$ cat config.mk
export PLATFORM = sky130hd
export DESIGN_NAME = xbar_out_drain
export DESIGN_NICKNAME = d
export VERILOG_FILES = /design/src/rtl/xbar_out_drain.sv
export SDC_FILE = /design/constraint.sdc
export NUM_CORES = 1
export LEC_CHECK = 0
export BUFFER_PORTS_ARGS = -buffer_cell sky130_fd_sc_hd__buf_2
export CORE_UTILIZATION = 38
export CTS_CLUSTER_SIZE = 28
export DETAILED_ROUTE_END_ITERATION = 10
export RECOVER_POWER = 50
export SETUP_SLACK_MARGIN = 0.1
export SLEW_MARGIN = 20
export SYNTH_ARGS = -nofsm -noshare
export SYNTH_HDL_FRONTEND = slang
export SYNTH_SLANG_ARGS = --single-unit
$ cat constraint.sdc
create_clock -name clk -period 4.4 [get_ports clk]
set_input_delay 0.22 -clock clk [delete_from_list [all_inputs] [get_ports clk]]
set_output_delay 0.22 -clock clk [all_outputs]
set_load 0.01 [all_outputs]
$ cat src/rtl/xbar_out_drain.sv
// Captures N crossbar output words on a rise of mvm_done and streams them, one per handshake, to the register file.
// Optional build macro XBAR_OUT_DRAIN_RELU_EN clamps negative words to zero as they are captured.
`ifndef XBAR_SIZE
`define XBAR_SIZE 4
`endif
`ifndef XBAR_OUT_BITS
`define XBAR_OUT_BITS 8
`endif

module xbar_out_drain #(
  parameter int N  = `XBAR_SIZE,
  parameter int W  = `XBAR_OUT_BITS,
  parameter int AW = 8
) (
  input  logic          clk,
  input  logic          reset,
  input  logic          mvm_done,
  input  logic [W-1:0]  xbar_output [0:N-1],
  input  logic [AW-1:0] base_addr,
  output logic          out_valid,
  input  logic          out_ready,
  output logic [AW-1:0] out_addr,
  output logic [W-1:0]  out_data,
  output logic          busy,
  output logic          drain_done,
  output logic          overrun
);
  localparam int IW = (N > 1) ? $clog2(N) : 1;

  typedef enum logic [1:0] {IDLE, DRAIN, FINISH} state_t;

  state_t        state, state_nxt;
  logic          mvm_q;
  logic [IW-1:0] idx;
  logic [AW-1:0] base_q;
  logic [W-1:0]  buf_q [0:N-1];
  logic          rise, capture, xfer, last;

  function automatic logic [W-1:0] shape(input logic [W-1:0] d);
`ifdef XBAR_OUT_DRAIN_RELU_EN
    return d[W-1] ? '0 : d;
`else
    return d;
`endif
  endfunction

  assign rise    = mvm_done & ~mvm_q;
  assign capture = rise & (state == IDLE);
  assign xfer    = (state == DRAIN) & out_ready;
  assign last    = (idx == IW'(N-1));

  always_ff @(posedge clk or negedge reset) begin
    if (!reset) begin
      state   <= IDLE;
      mvm_q   <= 1'b0;
      idx     <= '0;
      base_q  <= '0;
      overrun <= 1'b0;
    end else begin
      state <= state_nxt;
      mvm_q <= mvm_done;
      // any rise outside IDLE, including the FINISH->IDLE cycle, is a lost result
      if (rise && state != IDLE) overrun <= 1'b1;
      if (capture) begin
        base_q <= base_addr;
        idx    <= '0;
      end else if (xfer) begin
        idx <= last ? '0 : idx + 1'b1;
      end
    end
  end

  always_ff @(posedge clk or negedge reset) begin
    if (!reset) begin
      for (int i = 0; i < N; i++) buf_q[i] <= '0;
    end else if (capture) begin
      for (int i = 0; i < N; i++) buf_q[i] <= shape(xbar_output[i]);
    end
  end

  always_comb begin
    state_nxt = state;
    case (state)
      IDLE:    if (rise) state_nxt = DRAIN;
      DRAIN:   if (xfer && last) state_nxt = FINISH;
      FINISH:  state_nxt = IDLE;
      default: state_nxt = IDLE;
    endcase
  end

  // outputs are decoded from held state, so a stall keeps them stable
  assign out_valid  = (state == DRAIN);
  assign out_data   = out_valid ? buf_q[idx] : '0;
  assign out_addr   = out_valid ? base_q + AW'(idx) : '0;
  assign busy       = (state != IDLE);
  assign drain_done = (state == FINISH);
endmodule

==> results of run 1 <==
[routing by layer]
layer  track usage, %  wire length [µm]  vias up
li1                 -                 -      694
met1             19.5              1940      714
met2             23.2              1940       34
met3             4.65               241        7
met4             6.11                67        0
met5                0                 0        -
[registers in the layout, summed over array words and instances, names as in the netlist]
register  cells
mvm_q         1
idx           2
base_q        8
buf_q        32
state         2
overrun       1
[cells by family (layout without fill, tap and decap cells)]
logic type	Yosys count	count (layout)	synth area share [%]
and+or+nand+nor	33	33	8.83
muxes	48	48	28.7
adders and majority gates	4	4	2.62
xor gates and xnor gates	2	2	0.797
DFF	46	46	52.4
buffers and inverters	11	76	3.36
AOI/OAI and AO/OA	13	13	3.30
[synth_stat cells (3+ instances only)]
| cell type | n | share of area (%) |
|---|---|---|
| dfrtp_1 | 46 | 52 |
| buf_6 | 4 | 2.0 |
| a21oi_1 | 8 | 1.8 |
| nor2_1 | 3 | 0.51 |
| or3_1 | 3 | 0.85 |
| and2_1 | 10 | 2.8 |
| ha_1 | 3 | 1.7 |
| mux2_1 | 6 | 3.1 |
| mux4_2 | 8 | 8.2 |
| nand2_1 | 4 | 0.68 |
| nand3_1 | 3 | 0.68 |
| mux2_2 | 34 | 17 |
[what timing repair did]
item	CTS	global route
hold endpoints to repair	0	46
endpoints found under the setup margin	0	0
gates resized for setup	0	0
hold buffers	0	1
[through the flow]
step / hold WS [ns] / cells
finish: 0.0425 / 294
global route: 0.0338 / 294
CTS: 0.0315 / 293
detailed placement: 0.352 / 285
global placement: 0.347 / 285
floorplan: -0.0756 / 157
[power groups by stage]
stage / Clock [mW] / Sequential (mW) / Combinational (mW)
after global routing: 0.344 / 0.822 / 0.831
after floorplan: 0 / 0.720 / 0.608
after CTS: 0.323 / 0.788 / 0.772
after detailed placement: 0 / 0.796 / 0.769
final: 0.311 / 0.784 / 0.757
after global placement: 0 / 0.792 / 0.762
[worst max-delay path by stage]
stage                              to
after floorplan           out_addr[7]
after global placement    out_addr[6]
after detailed placement  out_addr[6]
after CTS                 out_addr[6]
after global routing        base_q[0]
final                          idx[1]
[cell type report]
type / count / area, µm² / share of cell area (%)
inverters: 3 / 11.3 / 0.424
well taps: 72 / 90.1 / 3.39
repair buffers: 65 / 325 / 12.2
multi-input cells: 100 / 972 / 36.6
clock inverters: 3 / 40.0 / 1.51
clock buffers: 5 / 68.8 / 2.59
flip-flops and latches: 46 / 1150 / 43.3
==> impl_results.md, run 1 <==
* Status: finished with violations
* Violated checks: capacitance limit, slew limit
* Die H at 78.0 µm
* Postcts setup bufs at 0
* Iter 0 DRT Violations at slightly above 60
* Final nets at 269
* Combinational share of power at 40.9%
* Final hold vios at 0
* Via count at 1449
* Worst-path fanout max at 46
* Post-synth EDFFs at 0
* Worst Skew at ~0.0024 ns
* Cell Area, Placed at between 0.002 and 0.003 mm²
* Max-slew headroom at -65.1%
* Hpwl dp at 2950 µm
* Most common cell after layout, fill and taps aside: buf_2
* Worst Min Path Start: mvm_done
* Distinct cell type count after synthesis at 30
* Worst-margin pin slew at between 2 and 2.5 ns
* Reg-to-reg startpoint: state[0]
* WP data arrival at 2.52 ns
* R2r setup slk at 2.26 ns
* Max stage delay on crit path at roughly 1.8 ns
* I/O pin count at 64
* Detailed-route vias per instance at between 4 and 5
* CTS H-tree depth at 2
* CTS max path bufs at 2
* Clock Sinks at 46
* Port bufs at 63
* Ant diodes at 0
* Tot GR Track Use at between 10% and 20%
* Routability cong. at around 0.76
* Clk Latency, worst-skew pair at 0.30 ns
* Worst Reg2Reg Path Length in Cells at 5
* Util after Layout at approximately 48%
* R2r endpoint: base_q[0]
* Design Area, Final at between 0.002 and 0.003 mm²
* Synth warn at 0
* Total gr overflow at 0
* Internal Pwr Total at ~1.2 mW
* Part of the cycle the worst path needs at 59.6%
* Core Footprint at about 0.0055 mm²
* Most frequent cells in the layout: buf_2 (57), dfrtp_1 (46), mux2_2 (34)
* Largest net degree at the start of global routing at 47
* Initial antenna violation count at 0
* Synthesized net count at around 210
* Clock power share at between 15 and 20%
* First-pass GRT wire length at between 6000 and 7000 µm
* Chip Width at 78.0 µm
* CP top delay family: buffers and inverters
* WHS Path Cells at 1
* Crit start category: input pin
* Cells after Synth at 157
* Residual DRC count at 0
* Die area at between 0.006 and 0.007 mm²
* Crit path kind: in -> async
* Initial core utilization at between 30% and 40%
* Design Power at around 1.9 mW
* Leakage at 1.20 nW
* Pwr dens at 697 mW/mm²
* Pre-antenna DRT Iters at 4
* CP bufs+invs at 2
* Ys async rst share at 100%
* Filler cells at around 540
* Crit path from: reset
* Avg Inst Size Synth at ~14 µm²
* Sequential share of power at between 40 and 50%
* Ys flop type: dfrtp_1
* Hold crit path type: in -> reg
* Worst-path cell chain: dlygate4sd3_1 > clkbuf_1
* CTS Buf Count at 5
* WP depth at 2
* Net switching power at between 0.6 and 0.7 mW
* WL per Instance at roughly 14 µm
* Data required, critical path at ~4.3 ns
* Slowest cell on the critical path: clkbuf_1
* Number of global-route vias before repair at about 1400
* Overall routed net length at roughly 4200 µm
* Maximum vdd ir drop at 239 µV
* Clk slew on worst S/H paths at ~0.080 ns
* CTS tree: yes
* Row Count at 27
* Share of cells above drive strength 1 at 50.0%
* Worst setup EP type: async pin
* Register area share after synthesis at between 50% and 60%
* Hold EP: mvm_q
* Setup TNS at 0 ns
* Final setup margin at around 1.8 ns
* Fin crit period at 2.62 ns
* Place WS at ~2.2 ns
* Synth Cell Area at between 0.002 and 0.0025 mm²
* Max Cap Violations at 1
* Unrepaired setup endpoints after global routing: no
* Synth Register Bits at 46
* Pins Over Slew Limit at 47
* Final setup vio count at 0
* Maximum clock rate at between 0.3 and 0.4 GHz
* Sw Share at about a third
* Post-DRT Antenna Nets at 0
* Clk root buf: clkbuf_8
* Area grow syn2layout at 21.0%
Note: power is estimated with default switching activity, not from simulation.
==> inputs of run 2 (changes only) <==
==> constraint.sdc (replaced) <==
create_clock -name clk -period 2.2 [get_ports clk]
set_input_delay 0.11 -clock clk [delete_from_list [all_inputs] [get_ports clk]]
set_output_delay 0.11 -clock clk [all_outputs]
set_load 0.01 [all_outputs]
==> run 2 against run 1 <==
The run now ends clean; via count grew 3.1%; final cell count grew 1.4%; global-route usage grew 0.69 points; cell area grew 0.42%; count of clock-buffer cells in the layout grew 2; utilization grew 0.20 points; critical path depth grew 3; sequential power grew 90%; critical path type is now reg -> out; highest routed layer unchanged.
==> impl_results.md, run 2 (synthesis gave the netlist of run 1 again) <==
* Port bufs at 63
* Final setup vio count at 0
* WHS Path Cells at 2
* Worst Skew at just over 0.004 ns
* Worst-path fanout max at 6
* Detailed-route vias per instance at about 5.0
* Row Count at 27
* Worst-path cell chain: ha_1 > a21oi_2 > or4_1 > a21oi_1 > buf_2
* CP bufs+invs at 1
* Max stage delay on crit path at between 0.4 and 0.5 ns
* Pre-antenna DRT Iters at 4
* WP depth at 5
* Part of the cycle the worst path needs at around nine tenths
* Most frequent cells in the layout: buf_2 (59), dfrtp_1 (46), mux2_2 (34)
* Final setup margin at roughly 0.24 ns
* Slowest cell on the critical path: or4_1
* Die area at around 0.0061 mm²
* Clock Sinks at 46
* Register Area at between 0.001 and 0.0015 mm²
* CP top delay family: simple AND/OR/NAND/NOR gates
* DP Cell Count at approximately 290
* Worst setup EP type: output port
* Internal Pwr Total at roughly 2.4 mW
* Clk Latency, worst-skew pair at around 0.29 ns
* Sequential share of power at between 40% and 50%
* Hold crit path type: in -> reg
* CTS Buf Count at 5
* Final hold vios at 0
* I/O pin count at 64
* Die H at 78.0 µm
* Post-DRT Antenna Nets at 0
* Area grow syn2layout at 21.5%
* Setup TNS at 0 ns
* Area of the multi-input gates at 976 µm²
* CTS H-tree depth at 2
* Max reg flops at 32
* Leakage at roughly 1.2 nW
* Ant diodes at 0
* Hpwl dp at between 2000 and 3000 µm
* Unrepaired setup endpoints after global routing: no
* Place WS at 0.513 ns
* Clk root buf: clkbuf_8
* Iter 0 DRT Violations at 74
* Fin crit period at slightly below 2 ns
* Maximum vdd ir drop at ~470 µV
* Core Footprint at 0.00554 mm²
* Initial core utilization at between 30 and 40%
* Most common cell after layout, fill and taps aside: buf_2
* Max Cap Violations at 0
* Combinational share of power at a little under half
* Worst Reg2Reg Path Length in Cells at 5
* Total gr overflow at 0
* Crit start category: flop
* Share of cells above drive strength 1 at between 50% and 60%
* Top Registers: buf_q (32), base_q (8)
* Net switching power at between 1 and 1.5 mW
* Clock power share at 13.4%
* WP data arrival at ~1.9 ns
* Via count at around 1500
* Maximum clock rate at between 0.5 and 0.6 GHz
* Residual DRC count at 0
* Largest net degree at the start of global routing at 47
* Fin cells at around 300
* Filler cells at 548
* Data required, critical path at 2.09 ns
* WL per Instance at 14.3 µm
* CTS max path bufs at 2
* Final nets at ~270
* Number of global-route vias before repair at 1563
* Max-slew headroom at 23.2%
* Routability cong. at between 0.7 and 0.8
* Worst-margin pin slew at between 1 and 1.5 ns
* Chip Width at about 80 µm
* Initial antenna violation count at 0
* Pwr dens at between 1000 and 1500 mW/mm²
* CTS tree: yes
* Sw Share at 34.0%
* Register with the highest flop count: buf_q
* First-pass GRT wire length at between 7000 and 8000 µm
* Overall routed net length at ~4300 µm
* Crit path kind: reg -> out
* Clk slew on worst S/H paths at around 0.080 ns
* Pins Over Slew Limit at 0
* Tot GR Track Use at between 15 and 20%
* Status: completed
## run 2: final timing paths
kind / endpoint / from / slack, ns
max: out_addr[7] / idx[1] / 0.24
min: base_q[6] / base_addr[6] / 0.03
max reg2reg: buf_q[24] / state[1] / 0.39
min reg2reg: buf_q[4] / buf_q[4] / 0.48
max in group asynchronous: base_q[7] / reset / 0.84
min in group asynchronous: buf_q[11] / reset / 0.66
## run 2: layout make-up
cell class | instances | share of cell area (%)
clock buffer | 7 | 2.86
multi-input combinational | 100 | 36.6
tap | 72 | 3.37
timing repair buffer | 70 | 13.7
sequential | 46 | 43.1
inverter | 3 | 0.422
## run 2: worst reg2reg max path, cell delays in order (launching register included)
cell and delay (ns):
dfrtp_1 0.40, nor2_1 0.16, inv_1 0.10, nor2_4 0.10, clkbuf_4 0.51, mux2_2 0.43
## run 2: power by group through the flow
stage | registers [mW] | logic (mW) | clock network, mW
6_report | 1.49 | 1.65 | 0.486
3_5_place_dp | 1.52 | 1.66 | 0
5_1_grt | 1.56 | 1.85 | 0.540
3_3_place_gp | 1.50 | 1.64 | 0
4_1_cts | 1.50 | 1.67 | 0.517
2_1_floorplan | 1.44 | 1.22 | 0
## run 2: metrics by stage
stage	instance area [µm²]	power (mW)	util, %	hold WS [ns]
2_1_floorplan	2200	2.65	-	-0.186
3_3_place_gp	2580	3.14	46.6	0.238
3_5_place_dp	2580	3.18	46.6	0.241
4_1_cts	2680	3.69	48.4	0.0167
5_1_grt	2670	3.94	48.2	0.0249
6_report	2670	3.63	48.2	0.0326
## run 2: timing repair
item                                   CTS  global route
setup buffers                            0             1
setup endpoints to repair                0             1
endpoints found under the hold margin   47             0
hold buffers                             2             0
resized for setup                        0             1
## run 2: per-layer routing
| layer | global-route usage [%] | share of wire (%) |
|---|---|---|
| met3 | 4.77 | 5.6 |
| met2 | 26.8 | 49 |
| met4 | 5.00 | 0.91 |
| met5 | 0 | 0 |
| met1 | 18.9 | 44 |
